===== src/rtl/wb_block_downsizer.sv =====
// rtl/wb_block_downsizer.sv - serves wide Wishbone block requests as a sequence of narrow beats
module wb_block_downsizer #(
    parameter int WIDE_SIZE   = 128,
    parameter int NARROW_SIZE = 32,
    parameter int ADDR_SIZE   = 15,
    parameter int BYTE_SIZE   = 8
) (
    input  logic                             clock,
    input  logic                             reset,
    // wide secondary side
    input  logic                             s_cyc_i,
    input  logic                             s_stb_i,
    input  logic                             s_we_i,
    input  logic [WIDE_SIZE/BYTE_SIZE-1:0]   s_sel_i,
    input  logic [ADDR_SIZE-1:0]             s_addr_i,
    input  logic [WIDE_SIZE-1:0]             s_dat_i,
    output logic                             s_ack_o,
    output logic [WIDE_SIZE-1:0]             s_dat_o,
    // narrow primary side
    output logic                             p_cyc_o,
    output logic                             p_stb_o,
    output logic                             p_we_o,
    output logic [NARROW_SIZE/BYTE_SIZE-1:0] p_sel_o,
    output logic [ADDR_SIZE-1:0]             p_addr_o,
    output logic [NARROW_SIZE-1:0]           p_dat_o,
    input  logic                             p_ack_i,
    input  logic [NARROW_SIZE-1:0]           p_dat_i
);

    localparam int BEATS        = WIDE_SIZE / NARROW_SIZE;
    localparam int NB           = NARROW_SIZE / BYTE_SIZE;
    localparam int WSEL         = WIDE_SIZE / BYTE_SIZE;
    localparam int BW           = (BEATS > 1) ? $clog2(BEATS) : 1;
    localparam int WIDE_LSB     = $clog2(WIDE_SIZE / 8);
    localparam int NARROW_BYTES = NARROW_SIZE / 8;

    typedef enum logic [1:0] {IDLE, BEAT, GAP, ACK} state_t;

    state_t                 state_q, state_d;
    logic [BW-1:0]          b_q, b_d;
    logic [ADDR_SIZE-1:0]   base_q, base_d;
    logic                   we_q, we_d;
    logic [WSEL-1:0]        sel_q, sel_d;
    logic [WIDE_SIZE-1:0]   wdat_q, wdat_d;
    logic [WIDE_SIZE-1:0]   rdbuf_q, rdbuf_d;
    logic                   s_ack_q, s_ack_d;
    logic [WIDE_SIZE-1:0]   s_dat_q, s_dat_d;
    logic                   p_cyc_q, p_cyc_d;
    logic                   p_stb_q, p_stb_d;
    logic                   p_we_q, p_we_d;
    logic [NB-1:0]          p_sel_q, p_sel_d;
    logic [ADDR_SIZE-1:0]   p_addr_q, p_addr_d;
    logic [NARROW_SIZE-1:0] p_dat_q, p_dat_d;

    logic [ADDR_SIZE-1:0]   aligned_addr;
    logic                   unused_addr_bits;

    // The block is always fetched from its natural alignment; low offset bits are ignored.
    assign aligned_addr     = {s_addr_i[ADDR_SIZE-1:WIDE_LSB], WIDE_LSB'(0)};
    assign unused_addr_bits = ^s_addr_i[WIDE_LSB-1:0];

    always_comb begin
        state_d  = state_q;
        b_d      = b_q;
        base_d   = base_q;
        we_d     = we_q;
        sel_d    = sel_q;
        wdat_d   = wdat_q;
        rdbuf_d  = rdbuf_q;
        s_ack_d  = 1'b0;
        s_dat_d  = s_dat_q;
        p_cyc_d  = 1'b0;
        p_stb_d  = 1'b0;
        p_we_d   = p_we_q;
        p_sel_d  = p_sel_q;
        p_addr_d = p_addr_q;
        p_dat_d  = p_dat_q;

        case (state_q)
            IDLE: begin
                if (s_cyc_i && s_stb_i) begin
                    state_d  = BEAT;
                    b_d      = '0;
                    base_d   = aligned_addr;
                    we_d     = s_we_i;
                    sel_d    = s_sel_i;
                    wdat_d   = s_dat_i;
                    rdbuf_d  = '0;
                    p_cyc_d  = 1'b1;
                    p_stb_d  = 1'b1;
                    p_we_d   = s_we_i;
                    p_addr_d = aligned_addr;
                    p_sel_d  = s_sel_i[NB-1:0];
                    p_dat_d  = s_dat_i[NARROW_SIZE-1:0];
                end
            end
            BEAT: begin
                if (!s_cyc_i) begin
                    state_d = IDLE;
                end else if (p_ack_i) begin
                    if (!we_q) begin
                        rdbuf_d[b_q*NARROW_SIZE +: NARROW_SIZE] = p_dat_i;
                    end
                    if (b_q == BW'(BEATS - 1)) begin
                        state_d = ACK;
                        s_ack_d = 1'b1;
                        s_dat_d = we_q ? wdat_q : rdbuf_d;
                    end else begin
                        // Next beat's lanes are loaded now so they are settled before stb rises.
                        state_d  = GAP;
                        b_d      = b_q + 1'b1;
                        p_cyc_d  = 1'b1;
                        p_addr_d = base_q + ADDR_SIZE'(b_d) * ADDR_SIZE'(NARROW_BYTES);
                        p_sel_d  = sel_q[b_d*NB +: NB];
                        p_dat_d  = wdat_q[b_d*NARROW_SIZE +: NARROW_SIZE];
                    end
                end else begin
                    p_cyc_d = 1'b1;
                    p_stb_d = 1'b1;
                end
            end
            GAP: begin
                if (!s_cyc_i) begin
                    state_d = IDLE;
                end else begin
                    state_d = BEAT;
                    p_cyc_d = 1'b1;
                    p_stb_d = 1'b1;
                end
            end
            ACK: begin
                state_d = IDLE;
            end
            default: begin
                state_d = IDLE;
            end
        endcase
    end

    always_ff @(posedge clock) begin
        if (reset) begin
            state_q  <= IDLE;
            b_q      <= '0;
            base_q   <= '0;
            we_q     <= 1'b0;
            sel_q    <= '0;
            wdat_q   <= '0;
            rdbuf_q  <= '0;
            s_ack_q  <= 1'b0;
            s_dat_q  <= '0;
            p_cyc_q  <= 1'b0;
            p_stb_q  <= 1'b0;
            p_we_q   <= 1'b0;
            p_sel_q  <= '0;
            p_addr_q <= '0;
            p_dat_q  <= '0;
        end else begin
            state_q  <= state_d;
            b_q      <= b_d;
            base_q   <= base_d;
            we_q     <= we_d;
            sel_q    <= sel_d;
            wdat_q   <= wdat_d;
            rdbuf_q  <= rdbuf_d;
            s_ack_q  <= s_ack_d;
            s_dat_q  <= s_dat_d;
            p_cyc_q  <= p_cyc_d;
            p_stb_q  <= p_stb_d;
            p_we_q   <= p_we_d;
            p_sel_q  <= p_sel_d;
            p_addr_q <= p_addr_d;
            p_dat_q  <= p_dat_d;
        end
    end

    assign s_ack_o  = s_ack_q;
    assign s_dat_o  = s_dat_q;
    assign p_cyc_o  = p_cyc_q;
    assign p_stb_o  = p_stb_q;
    assign p_we_o   = p_we_q;
    assign p_sel_o  = p_sel_q;
    assign p_addr_o = p_addr_q;
    assign p_dat_o  = p_dat_q;

endmodule


===== config.mk =====
export PLATFORM = sky130hd
export DESIGN_NAME = wb_block_downsizer
export DESIGN_NICKNAME = d
export VERILOG_FILES = /design/src/rtl/wb_block_downsizer.sv
export SDC_FILE = /design/constraint.sdc
export NUM_CORES = 1
export LEC_CHECK = 0
export CAP_MARGIN = 20
export CORE_MARGIN = 2
export CORE_UTILIZATION = 30
export DETAILED_ROUTE_END_ITERATION = 6
export HOLD_SLACK_MARGIN = 0.1
export PLACE_DENSITY = 0.51
export SKIP_LAST_GASP = 1
export SLEW_MARGIN = 20
export SYNTH_ARGS = -nofsm -noshare
export SYNTH_HDL_FRONTEND = slang
export SYNTH_SLANG_ARGS = --single-unit

===== constraint.sdc =====
create_clock -name clock -period 4.79 [get_ports clock]
set_input_delay 0.479 -clock clock [delete_from_list [all_inputs] [get_ports clock]]
set_output_delay 0.479 -clock clock [all_outputs]
set_load 0.01 [all_outputs]

==> impl_summary.txt, run 1 <==
----------------------------------------------------
[Outcome]
  Status ... finished, final reports clean

[Drt]
  Router iterations before antenna repair ... 5
  Drt via density ... 5.48
  Number of design-rule violations left by the first detailed-router iteration ... 1018
  Sum of routed wire length over all layers ... 68.8 mm
  DRC violations left ... 0
  Antenna-violating nets left ... 0
  Via total after detailed routing ... 16000
  Routed len/inst ... 23.5 um

[Yosys]
  Flip-flop and latch count after synthesis ... 434
  Number of enable flip-flop cells after synthesis ... 0
  Count of cell types in the netlist ... 43
  Mean Syn Cell Area ... 9.23 um2
  Netlist Area Pre-Place ... 17400 um2
  Most common flop cell mapped by yosys ... sky130_fd_sc_hd__dfxtp_1
  Proportion of synthesized chip area in sequential cells ... 49.9%
  Fraction of registers with async set/reset ... 0%
  Post-Syn Instances ... 1885
  Warnings from Yosys ... 0

[Global routing]
  Busiest metal layer after global routing ... met2
  Global-route wire length before repair ... 102 mm
  Antenna violations before repair ... 3
  Remaining Overflow, GRT ... 0
  Met3 track demand over resource in global routing ... 5.36%
  Via count of the first global-routing pass ... 16000
  Met2 usage in global routing ... 36.3%
  Met1 global-route usage ... 29.4%
  Maximum number of pins on one net before global-route repair ... 75
  Total Routing Usage GR ... 22.3%

[Floorplanning]
  Io pins ... 380
  DIE AREA ... 60000 um2
  Chip width ... 245 um
  Std-Cell Rows ... 88
  Starting utilization of the core area ... 30.3%
  Die Y ... 245 um
  Std-Cell Core Area ... 57500 um2

[Clocking]
  Clock sink count ... 434
  Total clock buffers created by CTS ... 52
  Total of hold buffers inserted after clock tree synthesis ... 0
  Postcts setup bufs ... 0
  TritonCTS clock tree ... built
  Clock Latency Late Sink ... 0.59 ns
  Clk buf depth ... 3
  Cts repair resizes ... 0
  H-tree levels ... 2
  Root buffer cell ... sky130_fd_sc_hd__clkbuf_16
  CTS clk-pin slew, worst paths ... 0.06 ns

[Pwr]
  Total power divided by cell area ... 367 nW/um2
  VDD IR-drop max ... 267 uV
  Net switching power ... 2080 uW
  Fraction of power spent switching nets ... 24.4%
  Part of the total power dissipated in sequential elements ... 44.3%
  Total internal power ... 6450 uW
  Leakage Power ... 0.00775 uW
  Clock group share of total power ... 46.6%
  Logic gate share of total power ... 9.2%

[Worst hold path]
  Launch point of the worst hold path ... reset
  Hold crit path type ... input port to register
  Hold Crit Endpoint ... sel_q[12]
  Number of cells on the worst hold path ... 2

[Critical path]
  Start of the worst register-to-register path ... b_q[0]
  Worst reg-to-reg path cell count ... 6
  Highest-delay cell along the critical path ... sky130_fd_sc_hd__and2_2
  Highest net fanout along the worst path ... 46
  List of cells traversed by the critical path ... inv_2, ha_4, nor4b_2, and2_2, a221oi_1, o2bb2ai_1
  Data required time of the critical path ... 5.30 ns
  Crit path kind ... register to register
  Startpoint Class ... register
  Worst Path Arrival ... 4.19 ns
  Terminus of the critical flop-to-flop path ... s_dat_o[74]
  Type of element capturing the critical path ... register
  Setup slack, reg-to-reg ... 1.11 ns
  CP peak stage delay ... 0.91 ns

[Finish]
  Proportion of layout cells with a drive suffix above 1 ... 7.87%
  Layout Utilization ... 40.4%
  Final cell count without fillers ... 2924
  Antenna diode count ... 0
  Synth-to-layout area growth ... 33.5%
  Final net count ... 2325
  Final instance area ... 23200 um2

[Placed design]
  Cell count after placement ... 2834
  Port Buf Inserts ... 373
  Final RePlAce weighted congestion ... 0.786
  DP Area ... 21500 um2
  HPWL Detailed ... 42.2 mm

[STA]
  Slew Viols, Final ... 0
  Maximum frequency from static timing analysis ... 0.272 GHz
  Max Clock Skew ... 0.0101 ns
  Hold Worst Slack ... 0.327 ns
  Crit path time final ... 3.68 ns
  Final-report setup violation count ... 0
  Rel. slew slack ... 30.4%
  RSZ-0062 raised after global routing ... no
  Post-route fraction of the period consumed by the critical path ... 76.8%
  Setup TNS ... 0 ns
  Transition time at the pin with the least slew margin ... 1.04 ns
  Number of hold violations in the final report ... 0

[Flow run]
  Max Cap Violations ... 0

----------------------------------------------------
==> cell usage after synthesis, types with 2 or more instances <==
master                      number  share of area [%]
sky130_fd_sc_hd__nand3b_1        2              0.086
sky130_fd_sc_hd__buf_6           4               0.26
sky130_fd_sc_hd__nand2b_1        6               0.22
sky130_fd_sc_hd__a211oi_1       12               0.52
sky130_fd_sc_hd__a22o_1         94                4.7
sky130_fd_sc_hd__o2bb2ai_1     128                6.4
sky130_fd_sc_hd__inv_2           4              0.086
sky130_fd_sc_hd__a21oi_1       197                5.7
sky130_fd_sc_hd__mux2_2         36                2.3
sky130_fd_sc_hd__buf_1          27               0.58
sky130_fd_sc_hd__nor3_2          2               0.12
sky130_fd_sc_hd__clkinv_1        2              0.043
sky130_fd_sc_hd__nor2_1         55                1.2
sky130_fd_sc_hd__o21ai_0       104                3.0
sky130_fd_sc_hd__ha_1            5               0.36
sky130_fd_sc_hd__o21ai_1        32               0.92
sky130_fd_sc_hd__inv_1           4              0.086
sky130_fd_sc_hd__dfxtp_1       434                 50
sky130_fd_sc_hd__buf_2          81                2.3
sky130_fd_sc_hd__buf_4           7               0.30
sky130_fd_sc_hd__mux2i_1        49                2.8
sky130_fd_sc_hd__a22oi_1        32                1.4
sky130_fd_sc_hd__nand2_1       318                6.9
sky130_fd_sc_hd__a221oi_1      132                6.6
sky130_fd_sc_hd__and3_1          3               0.11
sky130_fd_sc_hd__clkbuf_1       98                2.1
==> critical path, delay by kind of cell, from the launching register on <==
| family | cells | cell delay (ns) |
|---|---|---|
| and+or+nand+nor | 2 | 1.38 |
| buffers and inverters | 1 | 0.18 |
| AOI/OAI and AO/OA | 2 | 0.42 |
| adders and majority gates | 1 | 0.89 |
| DFF | 1 | 0.69 |
==> cell families after synthesis <==
kind of cell               count (synthesis)  share of synthesized area [%]
AOI/OAI and AO/OA                        736                           29.5
adders and majority gates                  5                          0.359
buffers and inverters                    227                           5.80
DFF                                      434                           49.9
muxes                                     85                           5.15
other                                      1                         0.0215
and+or+nand+nor                          397                           9.22
==> through the flow <==
stage	power [uW]	setup WS, ns
4_1_cts	8610	1.16
3_3_place_gp	4620	1.10
6_report	8520	1.11
3_5_place_dp	4630	1.17
5_1_grt	8820	0.967
2_1_floorplan	4220	2.49
==> power groups by stage <==
stage          combinational, uW  sequential, uW  clock, uW
3_5_place_dp                 783            3850          0
3_3_place_gp                 773            3850          0
4_1_cts                      787            3770       4060
5_1_grt                      843            3780       4200
2_1_floorplan                372            3840          0
6_report                     781            3770       3970
==> per-layer routing <==
| metal | routed length (um) | up-vias | part of all wire [%] |
|---|---|---|---|
| met5 | 40 | - | 0.058 |
| met4 | 1490 | 6 | 2.2 |
| met3 | 5260 | 98 | 7.7 |
| met2 | 32000 | 562 | 47 |
| met1 | 30000 | 7953 | 44 |
| li1 | - | 7405 | - |
==> sequential cells by signal (all words and copies together), names as in the netlist <==
name / cells
s_dat_o: 128
wdat_q: 128
rdbuf_q: 96
p_dat_o: 32
sel_q: 16
p_addr_o: 12
base_q: 11
p_sel_o: 4
state_q: 2
b_q: 1
p_cyc_o: 1
p_stb_o: 1
p_we_o: 1
s_ack_o: 1
==> area by class of cell <==
cell class	instances	area (um2)
clock buffer	81	1570
multi-input combinational	1225	7820
timing repair buffer	400	4030
inverter	10	40.0
sequential	434	8690
fill	5780	34200
clock inverter	9	133
tap	765	957
==> placed cells by master, fill, tap and decap left out, types with 4 or more instances in the layout <==
| master | count |
|---|---|
| sky130_fd_sc_hd__a211oi_1 | 11 |
| sky130_fd_sc_hd__a21oi_1 | 196 |
| sky130_fd_sc_hd__a221oi_1 | 132 |
| sky130_fd_sc_hd__a22o_1 | 94 |
| sky130_fd_sc_hd__a22oi_1 | 32 |
| sky130_fd_sc_hd__buf_12 | 5 |
| sky130_fd_sc_hd__buf_4 | 19 |
| sky130_fd_sc_hd__clkbuf_1 | 14 |
| sky130_fd_sc_hd__clkbuf_16 | 53 |
| sky130_fd_sc_hd__clkbuf_8 | 14 |
| sky130_fd_sc_hd__clkdlybuf4s50_1 | 372 |
| sky130_fd_sc_hd__clkinv_2 | 5 |
| sky130_fd_sc_hd__dfxtp_1 | 433 |
| sky130_fd_sc_hd__ha_1 | 4 |
| sky130_fd_sc_hd__inv_2 | 6 |
| sky130_fd_sc_hd__mux2_2 | 36 |
| sky130_fd_sc_hd__mux2i_1 | 49 |
| sky130_fd_sc_hd__nand2_1 | 318 |
| sky130_fd_sc_hd__nand2b_1 | 5 |
| sky130_fd_sc_hd__nor2_1 | 53 |
| sky130_fd_sc_hd__o21ai_0 | 104 |
| sky130_fd_sc_hd__o21ai_1 | 30 |
| sky130_fd_sc_hd__o2bb2ai_1 | 128 |
==> worst max path at each step <==
| stage | endpoint | cells after the start | slack, ns | from |
|---|---|---|---|---|
| after global routing | s_dat_o[73] | 6 | 0.97 | b_q[0] |
| final | s_dat_o[74] | 6 | 1.11 | b_q[0] |
| after detailed placement | s_dat_o[83] | 6 | 1.17 | b_q[0] |
| after CTS | s_dat_o[74] | 6 | 1.16 | b_q[0] |
| after global placement | s_dat_o[117] | 6 | 1.10 | b_q[0] |
| after floorplan | p_dat_o[1] | 8 | 2.49 | b_q[0] |
(Power assumes the default switching activity.)
==> run 2: changes to the inputs <==
- clock period: 4.79 -> 3.7 ns (I/O delays scaled with it)
==> impl_summary.txt, run 2 (same netlist as run 1, synthesis figures left out) <==
----------------------------------------------------
[Outcome]
  Status ... finished, final reports clean

[Global routing]
  Remaining Overflow, GRT ... 0
  Maximum number of pins on one net before global-route repair ... 87
  Global-route wire length before repair ... 101 mm
  Total Routing Usage GR ... 22.1%
  Antenna violations before repair ... 3
  Via count of the first global-routing pass ... 15700

[Clocking]
  Total of hold buffers inserted after clock tree synthesis ... 0
  Postcts setup bufs ... 0
  H-tree levels ... 2
  Cts repair resizes ... 0
  Clk buf depth ... 3
  TritonCTS clock tree ... built
  Clock Latency Late Sink ... 0.57 ns
  CTS clk-pin slew, worst paths ... 0.06 ns
  Total clock buffers created by CTS ... 49
  Root buffer cell ... sky130_fd_sc_hd__clkbuf_16
  Clock sink count ... 434

[Floorplanning]
  Die Y ... 245 um
  Std-Cell Rows ... 88
  DIE AREA ... 60000 um2
  Std-Cell Core Area ... 57500 um2
  Io pins ... 380
  Chip width ... 245 um
  Starting utilization of the core area ... 30.3%

[STA]
  Final-report setup violation count ... 0
  Max Clock Skew ... 0.0116 ns
  Post-route fraction of the period consumed by the critical path ... 84.0%
  RSZ-0062 raised after global routing ... no
  Maximum frequency from static timing analysis ... 0.322 GHz
  Setup TNS ... 0 ns
  Transition time at the pin with the least slew margin ... 1.02 ns
  Slew Viols, Final ... 0
  Number of hold violations in the final report ... 0
  Rel. slew slack ... 31.7%
  Crit path time final ... 3.11 ns

[Critical path]
  Highest net fanout along the worst path ... 32
  Buf+Inv Stages, Crit Path ... 1
  Data required time of the critical path ... 4.20 ns
  Worst reg-to-reg path cell count ... 5
  Startpoint Class ... register
  Crit path kind ... register to register
  Setup slack, reg-to-reg ... 0.59 ns
  Worst Path Arrival ... 3.61 ns
  List of cells traversed by the critical path ... inv_1, ha_4, nor3_4, and3_2, a22o_1
  Terminus of the critical flop-to-flop path ... rdbuf_q[17]
  Start of the worst register-to-register path ... p_addr_o[3]
  CP peak stage delay ... 0.92 ns
  Cell class contributing the biggest share of worst-path delay ... simple AND/OR/NAND/NOR gates
  Type of element capturing the critical path ... register
  Highest-delay cell along the critical path ... sky130_fd_sc_hd__and3_2

[Drt]
  Drt via density ... 5.43
  Via total after detailed routing ... 15900
  Routed len/inst ... 23.3 um
  Sum of routed wire length over all layers ... 68.3 mm
  DRC violations left ... 0
  Antenna-violating nets left ... 0
  Router iterations before antenna repair ... 5
  Number of design-rule violations left by the first detailed-router iteration ... 1121

[Placed design]
  Final RePlAce weighted congestion ... 0.767
  Port Buf Inserts ... 373
  HPWL Detailed ... 43.1 mm
  Cell count after placement ... 2848

[Pwr]
  VDD IR-drop max ... 304 uV
  Leakage Power ... 0.00778 uW
  Overall Power ... 10700 uW
  Total power divided by cell area ... 461 nW/um2

[Worst hold path]
  Hold Crit Endpoint ... b_q[0]
  Number of cells on the worst hold path ... 2
  Hold crit path type ... input port to register
  Launch point of the worst hold path ... reset

[Finish]
  Layout Utilization ... 40.5%
  Commonest non-fill, non-tap cells in the layout ... sky130_fd_sc_hd__dfxtp_1 (433), sky130_fd_sc_hd__clkdlybuf4s50_1 (372), sky130_fd_sc_hd__nand2_1 (318)
  Final net count ... 2336
  Most common cell after layout, fill and taps aside ... sky130_fd_sc_hd__dfxtp_1
  Synth-to-layout area growth ... 33.7%
  Final cell count without fillers ... 2936
  Proportion of layout cells with a drive suffix above 1 ... 8.26%

[Flow run]
  Max Cap Violations ... 0

----------------------------------------------------
run 2: changes by cell type in the layout (fill, tap and decap cells not counted), sizes merged:
cell    before  now
buf         28   42
clkbuf      81   78
diode        0    3
bufinv       3    2
inv          9    8
run 2: power by group:
part           switching (uW)  leakage (uW)  internal (uW)  total, uW
Clock                    1960      0.000772           2870       4830
Sequential               87.8       0.00352           4800       4890
Combinational             566       0.00348            444       1010
run 2: stage by stage:
step / cell area, um2 / worst slack (ns) / hold slack [ns]
4_1_cts: 23300 / 0.621 / 0.185
3_3_place_gp: 21700 / 0.683 / 0.440
5_1_grt: 23300 / 0.486 / 0.205
2_1_floorplan: 17400 / 1.40 / 0.433
3_5_place_dp: 21700 / 0.663 / 0.445
6_report: 23300 / 0.592 / 0.212
run 2: how the worst max path moves through the flow:
stage	startpoint	end	slack (ns)	cells past startpoint
floorplan	b_q[0]	p_dat_o[1]	1.40	8
global placement	p_addr_o[3]	rdbuf_q[10]	0.68	5
detailed placement	p_addr_o[3]	rdbuf_q[9]	0.66	5
CTS	p_addr_o[3]	rdbuf_q[16]	0.62	5
global route	p_addr_o[3]	rdbuf_q[17]	0.49	5
finish	p_addr_o[3]	rdbuf_q[17]	0.59	5
run 2: cell type report:
cell class                 instances  area, um2
tap                              765        957
sequential                       434       8690
timing repair buffer             414       4180
clock buffer                      78       1490
antenna                            3       7.51
inverter                          10       40.0
fill                            5705      34200
clock inverter                     7       91.3
multi-input combinational       1225       7820
run 2: per-layer routing:
metal / track usage (%) / vias to the layer above / routed length [um]
met1: 30.3 / 7899 / 31100
li1: - / 7428 / -
met5: 0 / - / 27
met3: 4.17 / 93 / 4270
met4: 5.79 / 4 / 1390
met2: 35.5 / 524 / 31500
